==> src/rtl/synth_pkg.sv <==
// synth_pkg: definitions shared by the voice allocator and its LRU tracker.
//   - Register offsets inside a voice's register block (low 6 bits of the
//     synth register number).
//   - AllocState_t: allocator sequencer states.
//   - NoteEvent_t: host event as latched at the handshake. The fields are
//     sized for the widest configuration. Narrower notes are zero-extended.
package synth_pkg;

  localparam logic [5:0] REG_OP1_FREQ = 6'h02;
  localparam logic [5:0] REG_OP2_FREQ = 6'h04;
  localparam logic [5:0] REG_KEYON    = 6'h05;

  localparam int EVT_NOTE_W = 16;
  localparam int EVT_FREQ_W = 24;

  typedef enum logic [2:0] {
    IDLE,
    ALLOC,
    LOOKUP,
    WR_KEYOFF,
    WR_FREQ1,
    WR_FREQ2,
    WR_KEYON
  } AllocState_t;

  typedef struct packed {
    logic                  key_on;
    logic [EVT_NOTE_W-1:0] note;
    logic [EVT_FREQ_W-1:0] freq1;
    logic [EVT_FREQ_W-1:0] freq2;
  } NoteEvent_t;

endpackage

==> src/rtl/voice_lru.sv <==
// voice_lru: per-voice state (active bit, stored note and LRU rank) plus the
// combinational searches the allocator needs.
// Ports:
//   clk, rst_n            clock, asynchronous active-low reset
//   query_note            note searched for among the active voices
//   alloc, alloc_idx      commit an allocation: the voice becomes the newest,
//   alloc_note            and its note is stored
//   set_active/clr_active set or clear the active bit of voice act_idx
//   active                per-voice active bits (index 0 = voice 1)
//   free_hit/free_idx     lowest-numbered inactive voice
//   match_hit/match_idx   active voice holding query_note
//   oldest_idx            voice with rank 0
module voice_lru #(
  parameter int NUM_VOICES = 8,
  parameter int NOTE_WIDTH = 7,
  parameter int IW         = (NUM_VOICES > 1) ? $clog2(NUM_VOICES) : 1
) (
  input  logic                  clk,
  input  logic                  rst_n,
  input  logic [NOTE_WIDTH-1:0] query_note,
  input  logic                  alloc,
  input  logic [IW-1:0]         alloc_idx,
  input  logic [NOTE_WIDTH-1:0] alloc_note,
  input  logic                  set_active,
  input  logic                  clr_active,
  input  logic [IW-1:0]         act_idx,
  output logic [NUM_VOICES-1:0] active,
  output logic                  free_hit,
  output logic [IW-1:0]         free_idx,
  output logic                  match_hit,
  output logic [IW-1:0]         match_idx,
  output logic [IW-1:0]         oldest_idx
);

  logic [IW-1:0]         rank [NUM_VOICES];
  logic [NOTE_WIDTH-1:0] note [NUM_VOICES];
  logic [IW-1:0]         alloc_rank;

  assign alloc_rank = rank[alloc_idx];

  // Ranks remain a permutation. The allocated voice moves to the top.
  // Every voice above its old slot moves down by one.
  always_ff @(posedge clk or negedge rst_n) begin
    if (!rst_n) begin
      for (int v = 0; v < NUM_VOICES; v++) begin
        rank[v] <= IW'(v);
      end
      active <= '0;
    end else begin
      for (int v = 0; v < NUM_VOICES; v++) begin
        if (alloc) begin
          if (IW'(v) == alloc_idx) begin
            rank[v] <= IW'(NUM_VOICES - 1);
          end else if (rank[v] > alloc_rank) begin
            rank[v] <= rank[v] - 1'b1;
          end
        end
        if (set_active && IW'(v) == act_idx) begin
          active[v] <= 1'b1;
        end else if (clr_active && IW'(v) == act_idx) begin
          active[v] <= 1'b0;
        end
      end
    end
  end

  always_ff @(posedge clk) begin
    for (int v = 0; v < NUM_VOICES; v++) begin
      if (alloc && IW'(v) == alloc_idx) begin
        note[v] <= alloc_note;
      end
    end
  end

  // The scan runs from the top index down, so the last hit is the lowest index.
  always_comb begin
    free_hit   = 1'b0;
    free_idx   = '0;
    match_hit  = 1'b0;
    match_idx  = '0;
    oldest_idx = '0;
    for (int v = NUM_VOICES - 1; v >= 0; v--) begin
      if (!active[v]) begin
        free_hit = 1'b1;
        free_idx = IW'(v);
      end
      if (active[v] && note[v] == query_note) begin
        match_hit = 1'b1;
        match_idx = IW'(v);
      end
      if (rank[v] == '0) begin
        oldest_idx = IW'(v);
      end
    end
  end

endmodule

==> src/rtl/voice_allocator.sv <==
// voice_allocator: polyphonic note scheduler. It accepts note-on and note-off
// events over a valid/ready handshake, picks a voice (1..NUM_VOICES) and emits
// the synth register writes that start or stop that voice.
// Configuration macro: VOICE_STEAL_EN. When it is defined, a note-on that
// finds no free voice steals the least-recently-allocated voice. When it is
// undefined, that note-on is discarded.
// Ports:
//   i_Clock, i_Reset_n          clock, asynchronous active-low reset
//   i_EventValid/o_EventReady   event handshake
//   i_EventKeyOn, i_EventNote   event kind and note
//   i_EventFreq1/2              operator frequencies (note-on only)
//   o_RegisterNumber/Value      {voice[5:0], offset[5:0]} and write data
//   o_RegisterWriteEnable       one-cycle write strobe
//   o_VoiceActive               per-voice key-on state as last written
module voice_allocator
  import synth_pkg::*;
#(
  parameter int NUM_VOICES = 8,
  parameter int NOTE_WIDTH = 7,
  parameter int FREQ_WIDTH = 24
) (
  input  logic                  i_Clock,
  input  logic                  i_Reset_n,
  input  logic                  i_EventValid,
  output logic                  o_EventReady,
  input  logic                  i_EventKeyOn,
  input  logic [NOTE_WIDTH-1:0] i_EventNote,
  input  logic [FREQ_WIDTH-1:0] i_EventFreq1,
  input  logic [FREQ_WIDTH-1:0] i_EventFreq2,
  output logic [11:0]           o_RegisterNumber,
  output logic [23:0]           o_RegisterValue,
  output logic                  o_RegisterWriteEnable,
  output logic [NUM_VOICES:1]   o_VoiceActive
);

  localparam int IW = (NUM_VOICES > 1) ? $clog2(NUM_VOICES) : 1;

  AllocState_t     state, state_next;
  NoteEvent_t      evt;
  logic [IW-1:0]   cur_voice, sel_voice, alloc_choice;
  logic            alloc_ok;
  logic [5:0]      voice_id;
  logic            we_d, set_act, clr_act;
  logic [11:0]     num_d;
  logic [23:0]     val_d;

  logic [NUM_VOICES-1:0] active;
  logic                  free_hit, match_hit;
  logic [IW-1:0]         free_idx, match_idx, oldest_idx;

  voice_lru #(
    .NUM_VOICES (NUM_VOICES),
    .NOTE_WIDTH (NOTE_WIDTH),
    .IW         (IW)
  ) u_lru (
    .clk        (i_Clock),
    .rst_n      (i_Reset_n),
    .query_note (evt.note[NOTE_WIDTH-1:0]),
    .alloc      ((state == ALLOC) && alloc_ok),
    .alloc_idx  (alloc_choice),
    .alloc_note (evt.note[NOTE_WIDTH-1:0]),
    .set_active (set_act),
    .clr_active (clr_act),
    .act_idx    (sel_voice),
    .active     (active),
    .free_hit   (free_hit),
    .free_idx   (free_idx),
    .match_hit  (match_hit),
    .match_idx  (match_idx),
    .oldest_idx (oldest_idx)
  );

  assign o_VoiceActive = active;

  // Voice choice: retrigger match, then a free voice, then the oldest voice.
  always_comb begin
    alloc_choice = oldest_idx;
`ifdef VOICE_STEAL_EN
    alloc_ok     = 1'b1;
`else
    alloc_ok     = 1'b0;
`endif
    if (match_hit) begin
      alloc_choice = match_idx;
      alloc_ok     = 1'b1;
    end else if (free_hit) begin
      alloc_choice = free_idx;
      alloc_ok     = 1'b1;
    end
  end

  // The voice is resolved in ALLOC or LOOKUP and then held for the write sequence.
  always_comb begin
    sel_voice = cur_voice;
    if (state == ALLOC) begin
      sel_voice = alloc_choice;
    end else if (state == LOOKUP) begin
      sel_voice = match_idx;
    end
  end

  assign voice_id = 6'(sel_voice) + 6'd1;

  always_ff @(posedge i_Clock) begin
    cur_voice <= sel_voice;
    if (state == IDLE && i_EventValid) begin
      evt.key_on <= i_EventKeyOn;
      evt.note   <= EVT_NOTE_W'(i_EventNote);
      evt.freq1  <= EVT_FREQ_W'(i_EventFreq1);
      evt.freq2  <= EVT_FREQ_W'(i_EventFreq2);
    end
  end

  always_ff @(posedge i_Clock or negedge i_Reset_n) begin
    if (!i_Reset_n) begin
      state <= IDLE;
    end else begin
      state <= state_next;
    end
  end

  always_comb begin
    state_next = state;
    unique case (state)
      IDLE:      if (i_EventValid) state_next = i_EventKeyOn ? ALLOC : LOOKUP;
      ALLOC: begin
        if (!alloc_ok)                   state_next = IDLE;
        else if (match_hit || !free_hit) state_next = WR_KEYOFF;
        else                             state_next = WR_FREQ1;
      end
      LOOKUP:    state_next = match_hit ? WR_KEYOFF : IDLE;
      WR_KEYOFF: state_next = evt.key_on ? WR_FREQ1 : IDLE;
      WR_FREQ1:  state_next = WR_FREQ2;
      WR_FREQ2:  state_next = WR_KEYON;
      WR_KEYON:  state_next = IDLE;
      default:   state_next = IDLE;
    endcase
  end

  // Write values are decoded from the state being entered, so the registered
  // strobe lines up with the cycle spent in each WR_* state.
  always_comb begin
    we_d    = 1'b0;
    num_d   = o_RegisterNumber;
    val_d   = o_RegisterValue;
    set_act = 1'b0;
    clr_act = 1'b0;
    unique case (state_next)
      WR_KEYOFF: begin
        we_d = 1'b1; num_d = {voice_id, REG_KEYON}; val_d = 24'd0; clr_act = 1'b1;
      end
      WR_FREQ1: begin
        we_d = 1'b1; num_d = {voice_id, REG_OP1_FREQ}; val_d = evt.freq1;
      end
      WR_FREQ2: begin
        we_d = 1'b1; num_d = {voice_id, REG_OP2_FREQ}; val_d = evt.freq2;
      end
      WR_KEYON: begin
        we_d = 1'b1; num_d = {voice_id, REG_KEYON}; val_d = 24'd1; set_act = 1'b1;
      end
      default: ;
    endcase
  end

  always_ff @(posedge i_Clock or negedge i_Reset_n) begin
    if (!i_Reset_n) begin
      o_EventReady          <= 1'b0;
      o_RegisterWriteEnable <= 1'b0;
      o_RegisterNumber      <= '0;
      o_RegisterValue       <= '0;
    end else begin
      o_EventReady          <= (state_next == IDLE);
      o_RegisterWriteEnable <= we_d;
      o_RegisterNumber      <= num_d;
      o_RegisterValue       <= val_d;
    end
  end

endmodule

==> config.mk <==
export PLATFORM = sky130hd
export DESIGN_NAME = voice_allocator
export DESIGN_NICKNAME = d
export VERILOG_FILES = /design/src/rtl/synth_pkg.sv /design/src/rtl/voice_lru.sv /design/src/rtl/voice_allocator.sv
export SDC_FILE = /design/constraint.sdc
export NUM_CORES = 1
export LEC_CHECK = 0
export ABC_AREA = 1
export BUFFER_PORTS_ARGS = -buffer_cell sky130_fd_sc_hd__buf_2
export CAP_MARGIN = 10
export CORE_MARGIN = 10
export CORE_UTILIZATION = 45
export DETAILED_ROUTE_END_ITERATION = 7
export GPL_ROUTABILITY_DRIVEN = 0
export HOLD_SLACK_MARGIN = 0.1
export PLACE_DENSITY = 0.66
export SLEW_MARGIN = 20
export SYNTH_ARGS = -nofsm -noshare
export SYNTH_HDL_FRONTEND = slang
export SYNTH_SLANG_ARGS = --single-unit
==> constraint.sdc <==
create_clock -name i_Clock -period 12.8 [get_ports i_Clock]
set_input_delay 1.28 -clock i_Clock [delete_from_list [all_inputs] [get_ports i_Clock]]
set_output_delay 1.28 -clock i_Clock [all_outputs]
set_load 0.02 [all_outputs]
==> results of run 1 <==
-- layer usage --
| metal | global-route usage | vias to the layer above | routed length [um] |
|---|---|---|---|
| li1 | - | 3414 | - |
| met1 | 0.214 | 3127 | 9670 |
| met2 | 0.254 | 217 | 9600 |
| met3 | 0.0453 | 15 | 1550 |
| met4 | 0.0491 | 0 | 204 |
| met5 | 0 | - | 0 |
-- tightest hold or removal path, cell delays in order, from the launching register on --
cell and delay [ns]:
edfxtp_1 0.32, a22oi_1 0.06, nand2_1 0.06
-- final cells by class --
| class | count | area, um2 | area share |
|---|---|---|---|
| Inverter | 147 | 552 | 0.0517 |
| Sequential cell | 183 | 5140 | 0.482 |
| Timing Repair Buffer | 100 | 505 | 0.0474 |
| Clock inverter | 15 | 193 | 0.0181 |
| Tap cell | 270 | 338 | 0.0317 |
| Clock buffer | 17 | 425 | 0.0399 |
| Multi-Input combinational cell | 640 | 3520 | 0.330 |
-- power by group --
group	switching, W	internal (W)	leakage [nW]
Clock	0.000265	0.000269	0.296
Combinational	0.000922	0.000471	2.83
Sequential	0.000140	0.000820	1.86
-- metrics by stage --
step / util / cells / hold WS [ns]
6_report: 0.526 / 1372 / 0.470
2_1_floorplan: - / 992 / 0.445
5_1_grt: 0.526 / 1372 / 0.496
3_5_place_dp: 0.495 / 1340 / 0.457
3_3_place_gp: 0.495 / 1340 / 0.450
4_1_cts: 0.526 / 1372 / 0.474
-- flip-flops by register name (all words and copies together) (netlist names) --
signal and count:
cur_voice 3, evt 56, o_EventReady 1, o_RegisterNumber 7, o_RegisterValue 24, o_RegisterWriteEnable 1
state 3, u_lru.active 8, u_lru.note 56, u_lru.rank 24
-- path summary, 6_finish.rpt --
path                            from                  to  slack [ns]  cells after the start
setup / recovery             evt[54]      u_lru.rank[23]        8.12                     28
hold / removal               evt[29]  o_RegisterValue[5]        0.47                      2
setup reg to reg             evt[54]      u_lru.rank[23]        8.12                     28
hold reg to reg              evt[29]  o_RegisterValue[5]        0.47                      2
max in group asynchronous  i_Reset_n     u_lru.active[1]       11.25                      1
min in group asynchronous  i_Reset_n      u_lru.rank[10]        0.94                      1
-- kinds of logic after synthesis --
family	share of synthesized area
other	0.000403
DFF	0.552
muxes	0.00107
buffers and inverters	0.0729
and+or+nand+nor	0.239
AOI/OAI and AO/OA	0.0615
xor gates and xnor gates	0.0226
adders and majority gates	0.0510
-- placed cells by master (no fill, tap or decap), types with 6 or more instances in the layout --
cell type / netlist / final
nor2_2: 8 / 9
buf_2: 6 / 98
nand2_2: 27 / 27
nor2_1: 60 / 59
inv_1: 138 / 138
dfrtp_1: 56 / 56
inv_2: 9 / 9
edfxtp_1: 112 / 112
xnor2_1: 19 / 19
a21oi_1: 7 / 7
nand4_1: 10 / 10
o21bai_1: 6 / 6
dfstp_2: 12 / 12
a22oi_1: 25 / 25
nand3_1: 83 / 83
o21ai_0: 27 / 27
clkbuf_16: 0 / 17
nand2_1: 272 / 272
ha_1: 38 / 38
==> flow_summary.yaml, run 1 <==
run_status:
  run_status: "finished clean"
sta:
  setup_viol_count_final: 0
  finalWorstSetupSlack_ns: 8.12
  slew_headroom: 0.271
  max_slew.worst_pin.slew_ns: 1.09
  final_min_period_over_clock_period: 0.365
  setup_repair_after_global_routing_missed_its_margin: "no"
  timing.final.hold_violations: 0
  max_freq_mhz: 214
  skew_ns: 0.0101
  maxSlewViolCount: 0
  setup_total_negative_slack_ns: 0
  fin_crit_ns: 4.68
route:
  firstDrtPassIters: 5
  totalWireLength_um: 21000
  drcViolationCount: 0
  avgViaCountPerCell: 4.94
  dr.first_iter.drc_count: 417
  via_count: 6773
  antenna_violating_nets_post_route: 0
  avgRoutedWirePerCell_um: 15.3
cells_and_area:
  area.growth.synth_to_final_pct: 14.6
  stdcell_area_um2: 10700
  layout.filler_cells: 1824
  design.final.nets: 1186
  n_antenna_cell: 0
  layout-drive-gt1-share: 0.194
clock_tree:
  ctsHoldBuffers: 0
  cts_tree: "done"
  clkTransAtPathRegs_ns: 0.08
  clkLatencyLatePin_ns: 0.43
  total_number_of_h_tree_levels: 4
  setup_buffers_after_cts: 0
  post_cts.resized_instances: 0
  cts_bufs_inserted: 17
  cts_buffer_depth: 2
  ctsRootBufferMaster: "clkbuf_16"
  tritoncts_num_sinks: 183
synth:
  synth_seq_area_share: 0.552
  netlist_top_cells_count: "nand2_1 (272), inv_1 (138), edfxtp_1 (112)"
  yosys.cell_types.count: 49
  yosys.cell_count.top_type: "nand2_1"
  synth_top_cell_by_area: "edfxtp_1"
  post_synth_instance_area_um2: 9320
  syn_area_per_cell_um2: 9.43
  synth-seq-cells: 183
  synth_warnings: 0
  yosys.area.top_type_share: 0.361
  synth-edff-count: 112
  synth_top_cells_by_area: "edfxtp_1 (36%), dfrtp_1 (15%), nand2_1 (11%), inv_1 (5.6%), ha_1 (5.1%)"
  synthFlopType: "edfxtp_1"
  async_set_or_reset_flop_fraction_in_the_synthesized_netlist: 0.372
  synthCells: 988
global_routing:
  antenna_found_initial: 0
  overall_overflow_remaining_after_global_route: 0
  grt_first_pass_wirelength_um: 35000
  grt_start_max_net_pins: 69
  first_global_vias: 6830
  groute.usage.overall: 0.162
floorplan:
  starting_density_of_the_core: 0.459
  fp.coreArea_um2: 20300
  die_width_um: 164
  die_area_um2: 26900
  rows: 52
  fp.dieH_um: 164
  io_pins: 105
pwr:
  p_leak_nw: 4.98
  power.density_nw_per_um2: 270
  ir_worst_vdd_v: 0.000154
  p_total_w: 0.00289
worst_setup_path:
  worst_ep_required_time_ns: 13.17
  cp-end-kind: "register"
  setup.worst_path.class: "reg -> reg"
  critical_path.top_delay_family: "simple AND/OR/NAND/NOR gates"
  startpoint_type: "register"
  critical-path-top-cell-by-count: "nand2_1"
  cell_at_the_slowest_stage_of_the_critical_path: "edfxtp_1"
  critical_path_buf_inv_count: 3
  cp_slowest_stage_delay_ns: 0.84
  worstPathMaxFanout: 17
  crit_arrival_ns: 5.05
placement:
  numPortBuffers: 99
  placed_area_um2: 10100
  preCtsSetupSlack_ns: 8.14
  place_hpwl_um: 15200
job:
  timing.max_cap.violations: 0
min_path:
  hold_path_class: "reg -> reg"
(Power assumes the default switching activity.)
==> run 2: changes to the inputs <==
- PLACE_DENSITY: 0.66 -> 0.68
- clock period: 12.8 -> 4.15 ns (I/O delays scaled with it)
==> flow_summary.yaml, run 2 (synthesized netlist as in run 1, its figures left out) <==
run_status:
  run_status: "finished clean"
sta:
  final_min_period_over_clock_period: 0.895
  timing.final.hold_violations: 0
  setup_repair_after_global_routing_missed_its_margin: "no"
  max_slew.worst_pin.slew_ns: 0.858
  finalWorstSetupSlack_ns: 0.436
  maxSlewViolCount: 0
  setup_total_negative_slack_ns: 0
  setup_viol_count_final: 0
  max_freq_mhz: 269
  skew_ns: 0.00742
  slew_headroom: 0.428
  fin_crit_ns: 3.71
worst_setup_path:
  crit_arrival_ns: 4.03
  cp-end-kind: "register"
  worst_ep_required_time_ns: 4.47
  startpoint_type: "register"
  worstPathMaxFanout: 12
  setup.worst_path.class: "reg -> reg"
cells_and_area:
  area.growth.synth_to_final_pct: 18.3
  design.final.nets: 1231
  layout-drive-gt1-share: 0.226
  layout.cells.most_common_list: "nand2_1 (272), inv_1 (138), edfxtp_1 (112)"
  final-instance-count-excl-fill: 1418
  layout.filler_cells: 1787
  stdcell_area_um2: 11000
  largestRegisters: "evt (56), u_lru.note (56)"
  layout_commonest_cell: "nand2_1"
route:
  firstDrtPassIters: 5
  avgRoutedWirePerCell_um: 15.2
  drcViolationCount: 0
  dr.first_iter.drc_count: 367
  totalWireLength_um: 21600
  via_count: 6974
  avgViaCountPerCell: 4.92
  antenna_violating_nets_post_route: 0
pwr:
  power.density_nw_per_um2: 833
  ir_worst_vdd_v: 0.000444
  p_leak_nw: 5.21
placement:
  preCtsSetupSlack_ns: 0.0424
  placed_area_um2: 10400
  placed_cells_incl_taps: 1379
  numPortBuffers: 99
  place_hpwl_um: 15900
clock_tree:
  cts_bufs_inserted: 17
  total_number_of_h_tree_levels: 4
  clkTransAtPathRegs_ns: 0.08
  ctsRootBufferMaster: "clkbuf_16"
  cts_tree: "done"
  cts_buffer_depth: 2
  clkLatencyLatePin_ns: 0.44
  tritoncts_num_sinks: 183
global_routing:
  grt.met3_usage: 0.0481
  first_global_vias: 6985
  overall_overflow_remaining_after_global_route: 0
  groute.layer.met2.usage: 0.268
  grt_first_pass_wirelength_um: 35600
  grtUsageMet1: 0.215
  most_congested_layer_reported_by_global_routing: "met2"
  groute.usage.overall: 0.166
  antenna_found_initial: 1
  grt_start_max_net_pins: 69
min_path:
  hold_path_class: "in -> async"
floorplan:
  die_width_um: 164
  die_area_um2: 26900
  fp.coreArea_um2: 20300
  starting_density_of_the_core: 0.459
  io_pins: 105
  fp.dieH_um: 164
  rows: 52
job:
  timing.max_cap.violations: 0
run 2: path summary, 6_finish.rpt:
check                                      start                  end  slack (ns)  depth (start not counted)
worst max-delay path                     evt[49]        u_lru.rank[7]        0.44                         25
worst min register to register           evt[45]  o_RegisterValue[21]        0.46                          2
worst max register to register           evt[49]        u_lru.rank[7]        0.44                         25
worst min-delay path                   i_Reset_n       u_lru.rank[10]        0.07                          1
min in group i_Clock            i_EventFreq2[11]              evt[11]        0.15                          1
max in group asynchronous              i_Reset_n      u_lru.active[6]        3.50                          1
run 2: repair_timing:
action	CTS	global route
setup endpoints to repair	0	24
hold buffers	0	0
buffers inserted	0	6
gates resized for setup	0	1
run 2: through the flow:
| step | hold WS [ns] | power (W) | util |
|---|---|---|---|
| final | 0.0715 | 0.00918 | 0.543 |
| after detailed placement | 0.454 | 0.00751 | 0.511 |
| after global routing | 0.135 | 0.0100 | 0.543 |
| after floorplan | 0.119 | 0.00619 | - |
| after CTS | 0.119 | 0.00916 | 0.540 |
| after global placement | 0.448 | 0.00742 | 0.511 |
run 2: cell type report:
class	instances	area (um2)	share of cell area
timing repair buffer	145	856	0.0776
multi-input combinational	640	3530	0.320
sequential	183	5140	0.466
antenna	1	2.50	0.000227
tap	270	338	0.0306
clock buffer	17	425	0.0386
inverter	147	552	0.0501
clock inverter	15	179	0.0162
run 2: critical path, stage by stage (launching register included):
cell and delay [ns]:
edfxtp_1 0.47, buf_4 0.24, nand2_1 0.08, nand2_1 0.05, nor2_1 0.17, nand4_1 0.23
nand2_2 0.18, nor2_8 0.08, nand2_8 0.08, nor2_4 0.04, nor2_4 0.17, nand2_4 0.07
inv_1 0.09, nor2_2 0.07, buf_4 0.14, nand2_1 0.05, o221ai_1 0.12, o22ai_1 0.29
buf_4 0.23, ha_1 0.25, nand3_1 0.09, nor2_1 0.05, nor2_2 0.15, nand2_2 0.08
nand2_1 0.06, nand3_1 0.07
run 2: per-layer routing:
metal / up-vias / share of wire / routed length, um
met1: 3230 / 0.45 / 9630
met3: 23 / 0.077 / 1670
met4: 0 / 0.013 / 274
li1: 3508 / - / -
met5: - / 0 / 0
met2: 213 / 0.46 / 9980
run 2: report_power, final:
part	internal (W)	leakage, nW	switching (W)	total, W
combinational	0.00168	3.05	0.00297	0.00465
sequential	0.00253	1.86	0.000370	0.00290
clock	0.000820	0.295	0.000812	0.00163
total	0.00502	5.21	0.00416	0.00918
==> run 3: changes to the inputs <==
==> constraint.sdc (replaced) <==
create_clock -name i_Clock -period 4.15 [get_ports i_Clock]
set_input_delay 0 -clock i_Clock [delete_from_list [all_inputs] [get_ports i_Clock]]
set_output_delay 0 -clock i_Clock [all_outputs]
set_load 0.02 [all_outputs]
==> flow_summary.yaml, run 3 (synthesized netlist as in run 1, its figures left out) <==
sta:
  final_min_period_over_clock_period: 0.894
  slew_headroom: 0.422
  fin_crit_ns: 3.71
  max_slew.worst_pin.slew_ns: 0.867
  setup_viol_count_final: 0
  timing.final.hold_violations: 0
  setup_total_negative_slack_ns: 0
  maxSlewViolCount: 0
  skew_ns: 0.00822
  setup_repair_after_global_routing_missed_its_margin: "no"
  max_freq_mhz: 270
  finalWorstSetupSlack_ns: 0.440
global_routing:
  groute.usage.overall: 0.176
  overall_overflow_remaining_after_global_route: 0
  grt_start_max_net_pins: 69
  first_global_vias: 7247
  antenna_found_initial: 1
  grt_first_pass_wirelength_um: 37600
pwr:
  netSwitchingFraction: 0.453
  p_seq_frac: 0.315
  p_int_w: 0.00505
  power.density_nw_per_um2: 795
  p_clk_frac: 0.177
  p_comb_frac: 0.508
  switchingPower_w: 0.00419
  ir_worst_vdd_v: 0.000410
  p_leak_nw: 5.45
floorplan:
  die_area_um2: 26900
  fp.coreArea_um2: 20300
  die_width_um: 164
  rows: 52
  fp.dieH_um: 164
  starting_density_of_the_core: 0.459
  io_pins: 105
placement:
  place_hpwl_um: 15900
  numPortBuffers: 99
  placed_cells_incl_taps: 1379
  preCtsSetupSlack_ns: 0.0424
clock_tree:
  total_number_of_h_tree_levels: 4
  tritoncts_num_sinks: 183
  cts_buffer_depth: 2
  clkTransAtPathRegs_ns: 0.08
  ctsRootBufferMaster: "clkbuf_16"
  cts_bufs_inserted: 17
  cts_tree: "done"
  clkLatencyLatePin_ns: 0.44
cells_and_area:
  design.final.nets: 1290
  area.growth.synth_to_final_pct: 24.6
  layout.filler_cells: 1705
  layout-drive-gt1-share: 0.216
  postLayoutCoreUtil: 0.572
  layout.cells.most_common_list: "nand2_1 (272), inv_1 (138), edfxtp_1 (112)"
  largestRegisters: "evt (56), u_lru.note (56)"
  final-instance-count-excl-fill: 1477
  layout_commonest_cell: "nand2_1"
route:
  dr.first_iter.drc_count: 462
  via_count: 7287
  avgRoutedWirePerCell_um: 15.5
  totalWireLength_um: 22900
  avgViaCountPerCell: 4.93
  drcViolationCount: 0
  antenna_violating_nets_post_route: 0
  firstDrtPassIters: 5
worst_setup_path:
  crit_arrival_ns: 4.03
  startpoint_type: "register"
  worstPathMaxFanout: 9
  cp-end-kind: "register"
  regToRegEndpoint: "u_lru.rank[7]"
  critical-path-top-cell-by-count: "nand2_1"
  rrSetupSlack_ns: 0.44
  critical_path_buf_inv_count: 5
  worst_ep_required_time_ns: 4.47
  ff2ff_path_depth: 26
  cp_slowest_stage_delay_ns: 0.54
  critical_path.top_delay_family: "simple AND/OR/NAND/NOR gates"
  crit-reg2reg-launch: "evt[52]"
  setup.worst_path.class: "reg -> reg"
  cell_at_the_slowest_stage_of_the_critical_path: "edfxtp_1"
run_status:
  run_status: "finished clean"
job:
  timing.max_cap.violations: 0
min_path:
  hold_path_class: "in -> async"
run 3: cell types whose count changed in the layout (fill, tap and decap cells not counted):
cell           previous run  this run
buf_4                    46        47
dlygate4sd3_1             0        58
run 3: what timing repair did:
action,4_1_cts,5_1_grt
gates resized for setup,0,1
buffers inserted,0,7
endpoints found under the hold margin,122,0
hold buffers,58,0
setup endpoints to repair,0,24
run 3: routing by layer:
metal  part of all wire  global-route usage
met5                  0                   0
met4              0.011              0.0439
met3              0.075              0.0498
met2               0.48               0.291
met1               0.43               0.223
run 3: power by group through the flow:
| stage | sequential [W] | clock (W) | combinational (W) |
|---|---|---|---|
| 2_1_floorplan | 0.00306 | 0 | 0.00313 |
| 3_3_place_gp | 0.00294 | 0 | 0.00448 |
| 3_5_place_dp | 0.00292 | 0 | 0.00458 |
| 4_1_cts | 0.00290 | 0.00166 | 0.00464 |
| 5_1_grt | 0.00296 | 0.00175 | 0.00534 |
| 6_report | 0.00291 | 0.00163 | 0.00469 |
run 3: worst max-delay path by stage:
stage | from | endpoint | slack, ns | cells past startpoint
2_1_floorplan | evt[53] | u_lru.rank[14] | 0.60 | 29
3_3_place_gp | evt[52] | u_lru.rank[17] | 0.12 | 27
3_5_place_dp | evt[52] | u_lru.rank[14] | 0.04 | 29
4_1_cts | evt[52] | u_lru.rank[14] | 0.02 | 29
5_1_grt | evt[50] | u_lru.rank[17] | 0.01 | 25
6_report | evt[52] | u_lru.rank[7] | 0.44 | 26
run 3: worst reg2reg max path, cell delays in order (launching register included):
cell	delay, ns
edfxtp_1	0.54
buf_4	0.23
xnor2_1	0.15
nand2_1	0.08
nor2_1	0.13
nand2_1	0.12
nand2_2	0.10
buf_12	0.11
nor2_8	0.04
nand2_8	0.09
nor2_4	0.04
nor2_4	0.17
nand2_4	0.07
inv_1	0.09
nor2_2	0.07
buf_4	0.14
nand2_1	0.05
o221ai_1	0.12
o22ai_1	0.29
buf_4	0.23
ha_1	0.25
nand3_1	0.09
nor2_1	0.05
nor2_2	0.15
nand2_2	0.08
nand2_1	0.06
nand3_1	0.07
run 3: cell type report:
type / count / area, um2 / area share
Multi-Input combinational cell: 640 / 3530 / 0.304
Tap cell: 270 / 338 / 0.0291
Inverter: 147 / 552 / 0.0475
Clock buffer: 17 / 425 / 0.0366
Antenna cell: 1 / 2.50 / 0.000216
Timing Repair Buffer: 204 / 1440 / 0.124
Sequential cell: 183 / 5140 / 0.443
Clock inverter: 15 / 179 / 0.0154
run 3: through the flow:
stage          hold slack (ns)  total power (W)  area, um2
6_report                 0.205          0.00923      11600
3_5_place_dp             0.168          0.00751      10400
2_1_floorplan           -0.296          0.00619       9340
4_1_cts                  0.255          0.00920      11500
5_1_grt                  0.259           0.0101      11600
3_3_place_gp             0.170          0.00742      10400
